**src/rtl/shift_reg_sequencer.sv**
```systemverilog
// Load/shift/hold sequencer for an external 4-bit universal shift register.
// Optional abort feature enabled by defining SHIFT_SEQ_ABORT_EN.
//
//   state | meaning
//   IDLE  | waiting for start; register held (s=00)
//   LOAD  | parallel load of captured word (s=11)
//   SHIFT | N shift cycles in captured direction (s=01 right, s=10 left)
//   DONE  | hold result, one-cycle done pulse
module shift_reg_sequencer #(
    parameter int WIDTH = 4,
    parameter int CNT_W = 4
) (
    input  logic             clk,
    input  logic             rst,
    input  logic             start,
    input  logic             dir,
    input  logic [WIDTH-1:0] load_val,
    input  logic [CNT_W-1:0] steps,
`ifdef SHIFT_SEQ_ABORT_EN
    input  logic             abort,
`endif
    output logic [1:0]       sr_s,
    output logic [WIDTH-1:0] sr_d,
    output logic             sr_oe,
    output logic             busy,
`ifdef SHIFT_SEQ_ABORT_EN
    output logic             aborted,
`endif
    output logic             done
);

    typedef enum logic [1:0] {
        IDLE  = 2'd0,
        LOAD  = 2'd1,
        SHIFT = 2'd2,
        DONE  = 2'd3
    } state_t;

    localparam logic [1:0] S_HOLD  = 2'b00;
    localparam logic [1:0] S_RIGHT = 2'b01;
    localparam logic [1:0] S_LEFT  = 2'b10;
    localparam logic [1:0] S_LOAD  = 2'b11;

    state_t             state_q, state_d;
    logic [CNT_W-1:0]   cnt_q, cnt_d;
    logic               dir_q, dir_d;
    logic [WIDTH-1:0]   sr_d_q, sr_d_d;
    logic [1:0]         sr_s_q, sr_s_d;
    logic               sr_oe_q, sr_oe_d;
    logic               busy_q, busy_d;
    logic               done_q, done_d;
`ifdef SHIFT_SEQ_ABORT_EN
    logic               aborted_q, aborted_d;
`endif

    always_ff @(posedge clk or posedge rst) begin
        if (rst) begin
            state_q   <= IDLE;
            cnt_q     <= '0;
            dir_q     <= 1'b0;
            sr_d_q    <= '0;
            sr_s_q    <= S_HOLD;
            sr_oe_q   <= 1'b0;
            busy_q    <= 1'b0;
            done_q    <= 1'b0;
`ifdef SHIFT_SEQ_ABORT_EN
            aborted_q <= 1'b0;
`endif
        end else begin
            state_q   <= state_d;
            cnt_q     <= cnt_d;
            dir_q     <= dir_d;
            sr_d_q    <= sr_d_d;
            sr_s_q    <= sr_s_d;
            sr_oe_q   <= sr_oe_d;
            busy_q    <= busy_d;
            done_q    <= done_d;
`ifdef SHIFT_SEQ_ABORT_EN
            aborted_q <= aborted_d;
`endif
        end
    end

    // Next state; command parameters are captured only on acceptance in IDLE.
    always_comb begin
        state_d = state_q;
        cnt_d   = cnt_q;
        dir_d   = dir_q;
        sr_d_d  = sr_d_q;
`ifdef SHIFT_SEQ_ABORT_EN
        aborted_d = 1'b0;
`endif
        case (state_q)
            IDLE: begin
                if (start) begin
                    state_d = LOAD;
                    dir_d   = dir;
                    sr_d_d  = load_val;
                    cnt_d   = steps;
                end
            end
            LOAD: begin
                state_d = (cnt_q != '0) ? SHIFT : DONE;
            end
            SHIFT: begin
                // Counter is at least 1 here, so the decrement cannot underflow.
                cnt_d = cnt_q - 1'b1;
                if (cnt_q == CNT_W'(1)) begin
                    state_d = DONE;
                end
            end
            DONE: begin
                state_d = IDLE;
            end
            default: begin
                state_d = IDLE;
            end
        endcase
`ifdef SHIFT_SEQ_ABORT_EN
        if (abort && (state_q == LOAD || state_q == SHIFT)) begin
            state_d   = DONE;
            cnt_d     = '0;
            aborted_d = 1'b1;
        end
`endif
    end

    // Outputs are decoded from the next state so they are registered yet aligned with it.
    always_comb begin
        sr_s_d  = S_HOLD;
        busy_d  = 1'b0;
        done_d  = 1'b0;
        sr_oe_d = sr_oe_q;
        case (state_d)
            IDLE: begin
                sr_s_d = S_HOLD;
            end
            LOAD: begin
                sr_s_d  = S_LOAD;
                busy_d  = 1'b1;
                sr_oe_d = 1'b1;
            end
            SHIFT: begin
                sr_s_d = dir_d ? S_LEFT : S_RIGHT;
                busy_d = 1'b1;
            end
            DONE: begin
                sr_s_d = S_HOLD;
                busy_d = 1'b1;
                done_d = 1'b1;
            end
            default: begin
                sr_s_d = S_HOLD;
            end
        endcase
    end

    assign sr_s    = sr_s_q;
    assign sr_d    = sr_d_q;
    assign sr_oe   = sr_oe_q;
    assign busy    = busy_q;
    assign done    = done_q;
`ifdef SHIFT_SEQ_ABORT_EN
    assign aborted = aborted_q;
`endif

endmodule
```
**config.mk**
```make
export PLATFORM = sky130hd
export DESIGN_NAME = shift_reg_sequencer
export DESIGN_NICKNAME = d
export VERILOG_FILES = /design/src/rtl/shift_reg_sequencer.sv
export SDC_FILE = /design/constraint.sdc
export NUM_CORES = 1
export LEC_CHECK = 0
export ABC_CLOCK_PERIOD_IN_PS = 3540
export CORE_MARGIN = 5
export CORE_UTILIZATION = 50
export DETAILED_ROUTE_END_ITERATION = 10
export PLACE_DENSITY = 0.82
export SYNTH_ARGS = -nofsm -noshare
export SYNTH_HDL_FRONTEND = slang
export SYNTH_SLANG_ARGS = --single-unit
```
**constraint.sdc**
```tcl
create_clock -name clk -period 3.54 [get_ports clk]
set_clock_uncertainty 0.1 [all_clocks]
set_input_delay 0.531 -clock clk [delete_from_list [all_inputs] [get_ports clk]]
set_output_delay 0.531 -clock clk [all_outputs]
set_load 0.01 [all_outputs]
```
==> flow_summary.toml <==
[setup_path]
worst_r2r_endpoint = "sr_s[1]$_DFF_PP0_"
cp.required_ns = 3.61
cp_max_fo = 7
startpoint_type = "register"
cp-endpoint = "sr_s[1]$_DFF_PP0_"
arrival_ns = 2.12
end_kind = "register"
r2r_start = "state_q[0]$_DFF_PP0_"
crit_type = "register to register"
r2r.worst_path.cells = 7
r2r_setup_slack_ns = 1.49
cp-startpoint = "state_q[0]$_DFF_PP0_"

[logic_synthesis]
synthSimpleGateAreaFrac_pct = 9.50
yosysWarnings = 0
muxShareOfSynthArea_pct = 9.35
synthTopCellsByArea = "dfrtp_1 (50%), ha_1 (11%), mux2_2 (5.6%)"
synth_fp_nets = 91
synth_seq_cells = 16
synth_top_area_cell = "dfrtp_1"
synth.cell_area_um2 = 803
synth_top_cell_area_share_pct = 49.8
avgSynthCellArea_um2 = 11.2
synthCells = 72
ys_seq_area_share_pct = 49.8
synth_top_family_by_area = "compound AO/OA/AOI/OAI gates"
synth_fa_ha_area_share_pct = 10.9
synth.distinct_cells = 25
synth_xor_area_share_pct = 0
synth-compound-area-share_pct = 13.9

[global_routing]
grt_pass1_vias = 640
overflow = 0
grt_pass1_wl_um = 2730
grt_max_degree = 17
antenna_found_initial = 0
grtUsageTotal_pct = 13.9

[clocking]
h-tree-depth = 1
cts_num_sinks = 16
cts.reportedPaths.clkPinSlew_ns = 0.09
clk_latency_ns = 0.29
numCtsBuffers = 3
cts_tree = "built"
cts-resized-gates = 0
cts_root_buf = "clkbuf_4"
clockBufferDepth = 2
post_cts_buffers = 0
holdBufCountCts = 0

[layout]
layout_commonest_cell = "clkdlybuf4s50_1"
area_delta_synth_final_pct = 30.5
fin_util_pct = 68.8
drive_gt1_share_pct = 13.7
antenna_cells = 0
final_area_um2 = 1050
mostFrequentLayoutCells = "clkdlybuf4s50_1 (20), dfrtp_1 (16), inv_1 (10)"
fin_nets = 115

[min_path]
hold_start = "sr_oe$_DFFE_PP0N_"
min_path_type = "register to register"

[timing]
worst_slew_margin_rel_pct = 60.4
fin_crit_sh_pct = 57.9
slew_violations = 0
rsz0062_at_grt = "no"
hold_viol = 0
fin_crit_ns = 2.05
final-setup-viol-count = 0
fmaxAchievable_ghz = 0.488
finalSetupTns_ns = 0
worst_pin_slew_ns = 0.593

[drt]
drtIter0Drc = 13
vias_per_cell = 5.30
ant_nets = 0
wl_per_cell_um = 14.2
routed_wl_um = 1570
drc_errors = 0
drt_pass1_iterations = 4
vias = 588

[pwr]
internal-power_uw = 588
powerDensity_nw_per_um2 = 906
p_leak_uw = 0.000476
ir_drop_uv = 562
combPwrFrac_pct = 53.3
seqPwrFrac_pct = 34.1
sw_frac_of_total_pct = 38.1
switchingPower_uw = 362
p_clk_share_pct = 12.6

[floorplanning]
initial_utilization_pct = 52.7
die_h_um = 50.1
num_rows = 14
fp.coreArea_um2 = 1520
die_w_um = 50.1
pin_count = 21
dieArea_um2 = 2510

[placement]
dp.final_hpwl_um = 1220
gp_congestion = 0.839
port_buffers = 20
placed_cell_area_um2 = 1010

[outcome]
outcome = "complete, no violations"

[flow_run]
drv_cap = 0
==> synth_stat cells <==
cell      count
nand2b_1      1
nor4_1        1
o31ai_1       2
ha_1          7
o21ai_0       3
or2b_1        1
nor3_1        1
nand3_1       3
nand2_1       1
a21o_1        1
buf_6         1
a21oi_1       5
inv_2         1
mux2i_1       3
nor2_1        3
o31ai_2       1
and2_4        1
or3_1         1
o221a_2       1
inv_1        10
dfrtp_1      16
o22ai_2       1
nor2b_1       1
mux2_2        4
o22ai_1       2
==> sequential cells by signal (all words and copies together), names as in the netlist <==
register,cells
done,1
busy,1
state_q,2
sr_s,2
sr_d,4
cnt_q,4
sr_oe,1
dir_q,1
==> worst max-delay path, stage by stage, from the launching register on <==
cell,delay [ns]
dfrtp_1,0.41
inv_1,0.08
ha_1,0.27
nor4_1,0.46
o31ai_2,0.16
ha_1,0.32
inv_1,0.07
mux2i_1,0.06
==> metal layers <==
metal  vias to the layer above  GRT usage [%]  share of wire [%]  wire (um)
met5                         -              0                  0          0
met4                         0           5.24               0.57          9
met3                         2           4.22                5.1         81
met2                        15           21.5                 48        750
met1                       280           18.1                 47        732
li1                        291              -                  -          -
==> metrics by stage <==
| stage | cells | worst slack [ns] | hold WS (ns) | power, uW |
|---|---|---|---|---|
| after floorplan | 72 | 1.66 | 0.345 | 663 |
| after global placement | 107 | 1.46 | 0.349 | 811 |
| after detailed placement | 107 | 1.41 | 0.380 | 835 |
| after CTS | 111 | 1.45 | 0.406 | 959 |
| after global routing | 111 | 1.25 | 0.428 | 1040 |
| final | 111 | 1.49 | 0.391 | 950 |
==> layout make-up <==
class                           count  area [um^2]
Multi-Input combinational cell     44          350
Timing Repair Buffer               20          200
Inverter                           11         41.3
Fill cell                         129          475
Clock buffer                        4         36.3
Sequential cell                    16          400
Tap cell                           16         20.0
==> cells by family (layout without fill, tap and decap cells) <==
group | count (synthesis) | in the layout
buf+inv | 12 | 35
flops | 16 | 16
compound gates | 16 | 16
fa+ha+maj | 7 | 7
mux | 7 | 7
simple gates | 14 | 14
==> how the worst min path moves through the flow <==
stage,endpoint,cells after the start
2_1_floorplan,busy$_DFF_PP0_,1
3_3_place_gp,sr_oe$_DFFE_PP0N_,1
3_5_place_dp,sr_oe$_DFFE_PP0N_,1
4_1_cts,sr_oe$_DFFE_PP0N_,1
5_1_grt,sr_oe$_DFFE_PP0N_,1
6_report,sr_oe$_DFFE_PP0N_,1
==> power by group through the flow <==
stage	combinational (uW)	sequential [uW]	clock [uW]
6_report	507	324	120
5_1_grt	565	335	135
4_1_cts	511	324	124
3_5_place_dp	509	326	0
3_3_place_gp	487	324	0
2_1_floorplan	325	338	0
Note: power is estimated with default switching activity, not from simulation.
